[config.mk]
export PLATFORM = sky130hd
export DESIGN_NAME = mdu_sequencer
export DESIGN_NICKNAME = d
export VERILOG_FILES = /design/src/rtl/mdu_sequencer_pkg.sv /design/src/rtl/mdu_sequencer_alu.sv /design/src/rtl/mdu_sequencer.sv
export SDC_FILE = /design/constraint.sdc
export NUM_CORES = 1
export LEC_CHECK = 0
export BUFFER_PORTS_ARGS = -buffer_cell sky130_fd_sc_hd__clkbuf_2
export CAP_MARGIN = 5
export CORE_MARGIN = 4
export CORE_UTILIZATION = 40
export CTS_CLUSTER_SIZE = 24
export DETAILED_ROUTE_END_ITERATION = 10
export SLEW_MARGIN = 20
export SYNTH_ARGS = -nofsm -noshare
export SYNTH_HDL_FRONTEND = slang
export SYNTH_SLANG_ARGS = --single-unit
[constraint.sdc]
create_clock -name clk -period 6.5 [get_ports clk]
set_input_delay 0.325 -clock clk [delete_from_list [all_inputs] [get_ports clk]]
set_output_delay 0.325 -clock clk [all_outputs]
set_load 0.005 [all_outputs]
[src/rtl/mdu_sequencer_pkg.sv]
// mdu_sequencer_pkg: shared encodings for the multiply/divide sequencer.
//   - MDU_* op selects driven from the decoder.
//   - MDU_S_* 3-bit sequencer state encodings.
//   - ALU_* control codes understood by the private ALU.
//   - Small decode helpers for the op select.
package mdu_sequencer_pkg;

  localparam logic [1:0] MDU_MULT  = 2'b00;
  localparam logic [1:0] MDU_MULTU = 2'b01;
  localparam logic [1:0] MDU_DIV   = 2'b10;
  localparam logic [1:0] MDU_DIVU  = 2'b11;

  typedef enum logic [2:0] {
    MDU_S_IDLE   = 3'd0,
    MDU_S_PREP_A = 3'd1,
    MDU_S_PREP_B = 3'd2,
    MDU_S_ITER   = 3'd3,
    MDU_S_FIX_LO = 3'd4,
    MDU_S_FIX_HI = 3'd5,
    MDU_S_DONE   = 3'd6
  } mdu_state_e;

  localparam logic [3:0] ALU_ADDU     = 4'h0;
  localparam logic [3:0] ALU_SUBU     = 4'h1;
  localparam logic [3:0] ALU_AND      = 4'h2;
  localparam logic [3:0] ALU_OR       = 4'h3;
  localparam logic [3:0] ALU_XOR      = 4'h4;
  localparam logic [3:0] ALU_NOR      = 4'h5;
  localparam logic [3:0] ALU_SLT      = 4'h6;
  localparam logic [3:0] ALU_SLTU     = 4'h7;
  localparam logic [3:0] ALU_BYPASS_A = 4'h8;

  // Signed ops get magnitude preparation and a sign fix-up at the end.
  function automatic logic op_is_signed(input logic [1:0] op);
    return (op == MDU_MULT) || (op == MDU_DIV);
  endfunction

  function automatic logic op_is_div(input logic [1:0] op);
    return (op == MDU_DIV) || (op == MDU_DIVU);
  endfunction

endpackage

[src/rtl/mdu_sequencer_alu.sv]
// mdu_sequencer_alu: purely combinational 32-bit ALU reused by the sequencer.
// Ports:
//   a, b  : operands
//   ctrl  : ALU_* control code
//   y     : result
module mdu_sequencer_alu
  import mdu_sequencer_pkg::*;
(
  input  logic [31:0] a,
  input  logic [31:0] b,
  input  logic [3:0]  ctrl,
  output logic [31:0] y
);

  always_comb begin
    y = a;
    case (ctrl)
      ALU_ADDU:     y = a + b;
      ALU_SUBU:     y = a - b;
      ALU_AND:      y = a & b;
      ALU_OR:       y = a | b;
      ALU_XOR:      y = a ^ b;
      ALU_NOR:      y = ~(a | b);
      ALU_SLT:      y = {31'd0, $signed(a) < $signed(b)};
      ALU_SLTU:     y = {31'd0, a < b};
      ALU_BYPASS_A: y = a;
      default:      y = a;
    endcase
  end

endmodule

[src/rtl/mdu_sequencer.sv]
// mdu_sequencer: multi-cycle MULT/MULTU/DIV/DIVU engine for the EX stage.
// Operands are reduced to magnitudes, then 32 shift-add (multiply) or
// shift-subtract (divide) iterations run through one private ALU, followed
// by a two-cycle sign fix-up. Latency is fixed: done pulses 37 cycles after
// start is sampled. Owns the architectural HI/LO registers.
//
// Configuration macro: MDU_DIV_EN. When undefined, the divide datapath is
// removed; DIV/DIVU still walk every state with the ALU idle and finish with
// HI/LO unchanged.
//
// Ports:
//   clk, rst_n      : clock, asynchronous active-low reset
//   start, mdu_op   : launch request and op select (sampled only in IDLE)
//   rs_val, rt_val  : multiplicand/dividend, multiplier/divisor
//   hi_we, lo_we    : MTHI/MTLO strobes, wdata their data (IDLE only)
//   busy            : op in flight (cycles 1..36 after start)
//   done            : one-cycle pulse with hi/lo valid
//   hi, lo          : architectural HI/LO
module mdu_sequencer
  import mdu_sequencer_pkg::*;
(
  input  logic        clk,
  input  logic        rst_n,
  input  logic        start,
  input  logic [1:0]  mdu_op,
  input  logic [31:0] rs_val,
  input  logic [31:0] rt_val,
  input  logic        hi_we,
  input  logic        lo_we,
  input  logic [31:0] wdata,
  output logic        busy,
  output logic        done,
  output logic [31:0] hi,
  output logic [31:0] lo
);

  mdu_state_e  state_q;
  logic [1:0]  op_q;
  logic        sa_q, sb_q;      // operand signs captured at launch
  logic [31:0] opa_q, opb_q;    // raw operands, then magnitudes after PREP
  logic [31:0] acc_hi_q, acc_lo_q;
  logic [4:0]  cnt_q;
  logic        busy_q, done_q;
  logic [31:0] hi_q, lo_q;

  logic [31:0] alu_a, alu_b, alu_y;
  logic [3:0]  alu_ctrl;

  logic signed_op, is_div, run_dp, neg_res;
  logic fix_lo_neg, fix_hi_neg, mul_carry;
  logic [31:0] acc_hi_fix;

`ifdef MDU_DIV_EN
  logic        rem_neg;
  logic [31:0] div_sh;
  logic        div_ge;
`endif

  mdu_sequencer_alu u_alu (
    .a    (alu_a),
    .b    (alu_b),
    .ctrl (alu_ctrl),
    .y    (alu_y)
  );

  always_comb begin
    signed_op = op_is_signed(op_q);
    is_div    = op_is_div(op_q);
    neg_res   = signed_op & (sa_q ^ sb_q);
`ifdef MDU_DIV_EN
    run_dp  = 1'b1;
    rem_neg = signed_op & sa_q;
    div_sh  = {acc_hi_q[30:0], acc_lo_q[31]};
    // A set top bit means the shifted partial remainder exceeds 32 bits,
    // so it is certainly >= the divisor.
    div_ge  = acc_hi_q[31] | (div_sh >= opb_q);
`else
    run_dp  = ~is_div;
`endif
    fix_lo_neg = run_dp & neg_res;
    if (!is_div) begin
      fix_hi_neg = neg_res;
    end else begin
`ifdef MDU_DIV_EN
      fix_hi_neg = rem_neg;
`else
      fix_hi_neg = 1'b0;
`endif
    end
    // Wraparound in the add means a carry out of bit 31.
    mul_carry  = acc_lo_q[0] & (alu_y < acc_hi_q);
    acc_hi_fix = fix_hi_neg ? alu_y : acc_hi_q;
  end

  // ALU operand/control muxes.
  always_comb begin
    alu_a    = '0;
    alu_b    = '0;
    alu_ctrl = ALU_BYPASS_A;
    unique case (state_q)
      MDU_S_PREP_A: begin
        if (run_dp && signed_op && sa_q) begin
          alu_b    = opa_q;
          alu_ctrl = ALU_SUBU;
        end else begin
          alu_a = opa_q;
        end
      end
      MDU_S_PREP_B: begin
        if (run_dp && signed_op && sb_q) begin
          alu_b    = opb_q;
          alu_ctrl = ALU_SUBU;
        end else begin
          alu_a = opb_q;
        end
      end
      MDU_S_ITER: begin
        if (!is_div) begin
          alu_a    = acc_hi_q;
          alu_b    = opa_q;
          alu_ctrl = acc_lo_q[0] ? ALU_ADDU : ALU_BYPASS_A;
        end
`ifdef MDU_DIV_EN
        else begin
          alu_a    = div_sh;
          alu_b    = opb_q;
          alu_ctrl = ALU_SUBU;
        end
`endif
      end
      MDU_S_FIX_LO: begin
        if (fix_lo_neg) begin
          alu_b    = acc_lo_q;
          alu_ctrl = ALU_SUBU;
        end
      end
      MDU_S_FIX_HI: begin
        if (fix_hi_neg) begin
          // 64-bit negate: the high word only absorbs the +1 when the low
          // word is zero (negation preserves zero, so post-FIX_LO is fine).
          if (is_div || acc_lo_q == '0) begin
            alu_b    = acc_hi_q;
            alu_ctrl = ALU_SUBU;
          end else begin
            alu_a    = acc_hi_q;
            alu_ctrl = ALU_NOR;
          end
        end
      end
      default: ;
    endcase
  end

  always_ff @(posedge clk or negedge rst_n) begin
    if (!rst_n) begin
      state_q  <= MDU_S_IDLE;
      op_q     <= MDU_MULT;
      sa_q     <= 1'b0;
      sb_q     <= 1'b0;
      opa_q    <= '0;
      opb_q    <= '0;
      acc_hi_q <= '0;
      acc_lo_q <= '0;
      cnt_q    <= '0;
      busy_q   <= 1'b0;
      done_q   <= 1'b0;
      hi_q     <= '0;
      lo_q     <= '0;
    end else begin
      unique case (state_q)
        MDU_S_IDLE: begin
          done_q <= 1'b0;
          if (start) begin
            // A same-cycle MTHI/MTLO is dropped in favour of the launch.
            op_q    <= mdu_op;
            sa_q    <= rs_val[31];
            sb_q    <= rt_val[31];
            opa_q   <= rs_val;
            opb_q   <= rt_val;
            busy_q  <= 1'b1;
            state_q <= MDU_S_PREP_A;
          end else begin
            if (hi_we) hi_q <= wdata;
            if (lo_we) lo_q <= wdata;
          end
        end
        MDU_S_PREP_A: begin
          opa_q   <= alu_y;
          state_q <= MDU_S_PREP_B;
        end
        MDU_S_PREP_B: begin
          opb_q    <= alu_y;
          acc_hi_q <= '0;
          acc_lo_q <= is_div ? opa_q : alu_y;
          cnt_q    <= 5'd31;
          state_q  <= MDU_S_ITER;
        end
        MDU_S_ITER: begin
          if (!is_div) begin
            acc_hi_q <= {mul_carry, alu_y[31:1]};
            acc_lo_q <= {alu_y[0], acc_lo_q[31:1]};
          end
`ifdef MDU_DIV_EN
          else begin
            acc_hi_q <= div_ge ? alu_y : div_sh;
            acc_lo_q <= {acc_lo_q[30:0], div_ge};
          end
`endif
          cnt_q <= cnt_q - 5'd1;
          if (cnt_q == 5'd0) state_q <= MDU_S_FIX_LO;
        end
        MDU_S_FIX_LO: begin
          if (fix_lo_neg) acc_lo_q <= alu_y;
          state_q <= MDU_S_FIX_HI;
        end
        MDU_S_FIX_HI: begin
          acc_hi_q <= acc_hi_fix;
          if (run_dp) begin
            hi_q <= acc_hi_fix;
            lo_q <= acc_lo_q;
          end
          busy_q  <= 1'b0;
          done_q  <= 1'b1;
          state_q <= MDU_S_DONE;
        end
        MDU_S_DONE: begin
          done_q  <= 1'b0;
          state_q <= MDU_S_IDLE;
        end
        default: state_q <= MDU_S_IDLE;
      endcase
    end
  end

  assign busy = busy_q;
  assign done = done_q;
  assign hi   = hi_q;
  assign lo   = lo_q;

endmodule

# Yosys cells after proc, flatten, opt, wreduce, memory -nomap -nowiden
# Index checks and enable logic that the tools add are counted.
[totals]
register_bits = 206
latchBits = 0
mem_bits_rw = 0
romBits = 0
inputBits = 103
out_inout_bits = 66
wordCells = 128
memories = 0
[classes]
n_addsub = 3
n_mul = 0
div = 0
n_lt_le_gt_ge = 3
n_eq_ne = 23
n_shift = 0
muxes = 49
bitwise_logic = 9
reduce_logical = 28
[ops]
columns = ["op", "n"]
rows = [
  ["2-to-1 mux 32 bit", 24],
  ["case mux 32 bit (2 select lines)", 4],
  ["case mux 32 bit (8 select lines)", 1],
  ["case mux 32 bit (3 select lines)", 2],
  ["case mux 32 bit (5 select lines)", 1],
  ["case mux 32 bit (4 select lines)", 1],
  ["less-than comparator 32 bit", 3],
  ["adder 32 bit", 1],
  ["bitwise AND 32 bit", 1],
  ["logical NOT 32 bit", 1],
  ["inverter 32 bit", 1],
  ["OR 32 bit", 1],
  ["subtractor 32 bit", 1],
  ["bitwise XOR 32 bit", 1],
  ["2-to-1 mux 4 bit", 6],
  ["case mux 4 bit (5 select lines)", 1],
  ["case mux 3 bit (6 select lines)", 1],
  ["equality test 4 x 3 -> 1 bit (second input constant)", 4],
  ["!= test 2 bit (second input constant)", 8],
  ["AND reduction 2 bit", 6],
  ["case mux 5 bit (2 select lines)", 1],
  ["nonzero test 2 bit", 5],
  ["equality test 3 bit (second input constant)", 3],
  ["2-to-1 mux 3 bit", 3],
  ["21 further kinds", 34],
]

# Longest topological paths before layout
[logic_depth]
word_depth = 14
depth_mapped = 36
depth_no_buf = 32

# Hierarchy
# From an unflattened synthesis, not the netlist that was laid out.
[hier_totals]
hier_cells = 2131
hier_area_um2 = 17087.6
[modules_own_cells]
columns = ["module", "instances", "cells_per_inst", "area_per_inst_um2", "seq_area_each_um2"]
rows = [
  ["mdu_sequencer", 1, 1297, 11698.7, 5154.9],
  ["mdu_sequencer_alu", 1, 834, 5388.9, 0.0],
]

# Worst setup path after synthesis
# No wires, ideal clock.
[synth_path]
kind = "reg-to-reg"
start = "register op_q[1]"
end = "register acc_hi_q[31]"
setup_time_ps = 77
t_arrival_ps = 7111
t_required_ps = 6423
slack_ps = -687
stages_incl_launch_ff = 34
n_path_buf = 4
period_less_slack_ps = 7187
path_cell_list = "dfrtp_1 -> buf_2 -> nor2_1 -> and2_1 -> buf_2 -> nand2_2 -> nor2_1 -> nor3_1 -> clkbuf_1 -> clkbuf_1 -> a221oi_1 -> ha_1 -> inv_1 -> nor4_4 -> a21oi_1 -> xor2_1 -> ha_1 -> a21o_1 -> a221o_1 -> a221oi_1 -> a211oi_1 -> o41ai_1 -> mux2i_1 -> nor2_1 -> ha_1 -> a21o_1 -> a21o_1 -> a21oi_1 -> nor2_1 -> a2111oi_0 -> nand2_1 -> a221oi_1 -> a21oi_1 -> o21ai_1"
[synth_between]
elab_chain_cells = 14
elab_cells_between_ends = 57
classes_between = "add/sub: 2; order compare: 3; eq/ne: 10; mux: 25; bitwise: 8; reduce/logical: 9"
[synth_rtl]
columns = ["element", "line_no", "rtl"]
rows = [
  ["start: declaration", "mdu_sequencer.sv:38", "logic [1:0] op_q;"],
  ["start signal: assignment", "mdu_sequencer.sv:175", "op_q <= mdu_op;"],
  ["parallel branches: the longest is 14 deep, another holds subtractor 32 bit", "--", ""],
  ["end signal: assignment", "mdu_sequencer.sv:200", "acc_hi_q <= {mul_carry, alu_y[31:1]};"],
  ["end signal: assignment", "mdu_sequencer.sv:217", "acc_hi_q <= acc_hi_fix;"],
  ["end: declaration", "mdu_sequencer.sv:41", "logic [31:0] acc_hi_q, acc_lo_q;"],
]
# Several ways; the timed one is not identified. The select of a mux whose other input is x is not followed.
# A chain may end at the register's enable or synchronous reset.

# Worst setup path in the final report
[layout_path]
start = "register sa_q"
end = "register acc_hi_q[31]"
[layout_between]
elab_chain_cells = 12
elab_cells_between_ends = 38
classes_between = "add/sub: 2; order compare: 3; eq/ne: 7; mux: 16; bitwise: 8; reduce/logical: 2"
[layout_rtl]
columns = ["element", "line_no", "rtl"]
rows = [
  ["start: declaration", "mdu_sequencer.sv:39", "logic sa_q, sb_q;"],
  ["start signal: assignment", "mdu_sequencer.sv:176", "sa_q <= rs_val[31];"],
  ["parallel branches: the longest is 11 deep, another holds subtractor 32 bit", "--", ""],
  ["case mux 32 bit (3 select lines) (*)", "mdu_sequencer.sv:170", "unique case (state_q)"],
]
# Mark *: on every way between the ends. The select of a mux whose other input is x is not followed.

==> metrics.md <==
| Metric | Value |
|---|---|
| Run status | finished with violations |
| Violations in the final reports | design-rule violations |
| Multiplexer share of the synthesized area | 0.0121 |
| ANT nets after route | 0 |
| Detailed-route wire length | 68.6 mm |
| Setup TNS Final | 0 ps |
| Highest routed layer | met4 |
| Initial antenna violation count | 0 |
| Worst R2R Path Depth | 34 |
| Detailed-routed wire length on met3 | between 4 and 5 mm |
| Endpoint arrival time on the critical path | about 6800 ps |
| Hold Path Class | input pin to flip-flop |
| Post-route DRC | 17 |
| Timing startpoint of the critical path | sa_q |
| Cell area after synthesis | 15300 um^2 |
| Number of DRC markers in iteration 0 | approximately 1900 |
| Net count reported at finish | around 2500 |
| CTS tree | done |
| Met1 WL | 26.3 mm |
| Compound-gate portion of the synthesized area | 0.318 |
| Biggest fanout along the worst timing path | 5 |
| Total GRT Usage | 0.317 |
| Portion of synthesized cell area occupied by the leading cell type | 0.337 |
| Final-report setup violation count | 0 |
| Initial Util | 0.406 |
| Final clock period utilization by the worst path | 0.985 |
| Worst max-slew margin expressed relative to the limit | 0.348 |
| Boundary pin count | 169 |
| Crit path buf inv count | 7 |
| Chip Height | approximately 200 um |
| Iteration count of the initial detailed-routing pass | 11 |
| Flops & latches, synth | about 210 |
| Yosys cell types | 84 |
| Final global-route overflow total | 0 |
| Wire length of the first global-routing pass | 102 mm |
| Cell taking the most area after synthesis | sky130_fd_sc_hd__dfrtp_1 |
| Total number of vias | 17221 |
| Worst hold start | rt_val[25] |
| Leading post-synthesis cells by cell area | sky130_fd_sc_hd__dfrtp_1, sky130_fd_sc_hd__ha_1, sky130_fd_sc_hd__o21ai_0 |
| Final hold violations | 0 |
| Clk sinks | 206 |
| Clock-pin slew reported for the worst setup and hold paths after clock tree synthesis | approximately 70 ps |
| H-tree levels | 1 |
| Final RePlAce weighted congestion | between 1 and 1.5 |
| Leading cell types in the layout, fill and taps excluded | sky130_fd_sc_hd__buf_4, sky130_fd_sc_hd__nand2_1, sky130_fd_sc_hd__dfrtp_1 |
| Slew at the pin closest to its max-slew limit | approximately 980 ps |
| Cell chosen for the clock root | sky130_fd_sc_hd__clkbuf_16 |
| Startpoint type of the worst setup path | flip-flop |
| Post-detailed-route via-to-cell ratio | 6.17 |
| CP Capture Type | flip-flop |
| Share of cells above drive strength 1 | 0.275 |
| Number of global-route vias before repair | between 15000 and 20000 |
| Critical Path Max Stage Delay | around 450 ps |
| Area growth from synthesis to final layout | 29.4% |
| Wire length on met2 | 32.5 mm |
| RSZ-0062 raised after global routing | yes |
| Crit-path slowest cell | sky130_fd_sc_hd__dfrtp_2 |
| Slack of the critical path | 98.5 ps |
| Path type of the worst setup path | flip-flop to flip-flop |
| Adder and majority cell fraction of the synthesized area | 0.0806 |
| Number of rows in the core area | just over 70 |
| Yosys warnings | 0 |
| Clk_lat worst skew | roughly 550 ps |
| Total CTS buffers | 23 |
| # port buffers | about 170 |
| Share of synthesized registers carrying an async set or reset | 1.00 |
| Worst reg2reg path startpoint | sa_q |
| Core footprint | around 38000 um^2 |
| Post-layout util | 0.526 |
| Syn Nets | around 2100 |
| Post-placement setup slack | -130 ps |
| Wirelength per Cell | around 25 um |
| Endpoint with the worst hold slack | opb_q[25] |
| Post-synth EDFFs | 0 |
| Critical path required time | a little under 7000 ps |
| Most common cell after layout, fill and taps aside | sky130_fd_sc_hd__buf_4 |
| Total die area | a little over 40000 um^2 |
| Cell with the most instances on the worst path | sky130_fd_sc_hd__buf_4 |
| Ys flop type | sky130_fd_sc_hd__dfrtp_1 |
| Share of the synthesized netlist area taken by xor and xnor gates | 0.0246 |
| Gate Count Post-Synth | between 1500 and 2000 |
| Sequential-to-total area share from yosys stat | 0.337 |
| End of the worst register-to-register path | acc_hi_q[31] |
| Cell depth of the worst min-delay path | 2 |
| Family with the most delay on the worst path | compound AO/OA/AOI/OAI gates |
| HPWL after detailed placement | roughly 52 mm |
| Max-cap violations | 0 |
| Largest net degree at the start of global routing | 120 |
| Main combinational cell family by area after synthesis | compound AO/OA/AOI/OAI gates |
| CTS Buffer Depth | 3 |
| Tmin final | between 6000 and 7000 ps |
| Max-slew violation count | 0 |
| Worst reg-to-reg setup slack | approximately 98 ps |
| Synthesized-area fraction occupied by and/or/nand/nor cells | 0.163 |
| Post-Route Skew | between 15 and 20 ps |
| Highest achievable clock rate | ~160 MHz |
| Antenna Diode Count | 0 |
| Die boundary width | between 200 and 250 um |
| Synth Area per Inst | 8.14 um^2 |
## state kept, by name, summed over array words and instances (netlist names)
signal	count
opa_q	32
acc_lo_q	32
busy	1
sb_q	1
sa_q	1
acc_hi_q	32
state_q	3
op_q	2
lo	32
hi	32
opb_q	32
cnt_q	5
done	1
## logic make-up after synthesis
kind of cell / after synthesis
compound gates: 720
simple gates: 547
flops: 206
fa+ha+maj: 98
buf+inv: 249
xor+xnor: 43
mux: 17
## Yosys cell counts, types with 20 or more instances
| cell | number |
|---|---|
| sky130_fd_sc_hd__a22oi_1 | 66 |
| sky130_fd_sc_hd__ha_1 | 97 |
| sky130_fd_sc_hd__dfrtp_1 | 206 |
| sky130_fd_sc_hd__nand2_1 | 211 |
| sky130_fd_sc_hd__a21oi_1 | 112 |
| sky130_fd_sc_hd__clkbuf_1 | 99 |
| sky130_fd_sc_hd__inv_1 | 123 |
| sky130_fd_sc_hd__nand3_1 | 29 |
| sky130_fd_sc_hd__nor2_1 | 153 |
| sky130_fd_sc_hd__a21o_1 | 33 |
| sky130_fd_sc_hd__nor3_1 | 54 |
| sky130_fd_sc_hd__a221o_1 | 24 |
| sky130_fd_sc_hd__o21ai_0 | 186 |
| sky130_fd_sc_hd__a31oi_1 | 76 |
| sky130_fd_sc_hd__a221oi_1 | 22 |
| sky130_fd_sc_hd__xnor2_1 | 20 |
| sky130_fd_sc_hd__a222oi_1 | 31 |
| sky130_fd_sc_hd__xor2_1 | 23 |
## repair_timing
item / in CTS / in global routing
pin swaps: 3 / 37
setup endpoints to repair: 1 / 1
gates resized for setup: 12 / 43
gates cloned: 0 / 0
setup buffers: 0 / 12
hold endpoints to repair: 117 / 0
hold buffers: 1 / 0
## area by class of cell
type	count	area (um^2)
clock buffer	31	656
clock inverter	9	82.6
fill	3710	17900
inverter	124	469
multi-input combinational	1425	9510
sequential	206	5160
tap	511	639
timing repair buffer	487	3290
## layer usage
metal	up-vias	GRT usage
met4	0	0.185
met1	8343	0.389
met3	242	0.0399
met5	-	0
met2	885	0.538
li1	7751	-
## metrics by stage
step                cell area, um^2  hold WS [ps]  instances
finish                        19800          18.0       2793
global route                  19800          22.5       2793
CTS                           19500          7.06       2783
detailed placement            18700           446       2742
global placement              18700           451       2742
floorplan                     15400          29.4       1880
## how the worst max path moves through the flow
stage	end	cells past startpoint
CTS	acc_hi_q[31]	33
floorplan	acc_hi_q[31]	32
global route	acc_hi_q[31]	37
global placement	acc_hi_q[31]	30
detailed placement	acc_hi_q[31]	32
finish	acc_hi_q[31]	34
Power is not shown: default switching activity piles up to over one toggle a cycle in this logic, so the estimate is an artifact.
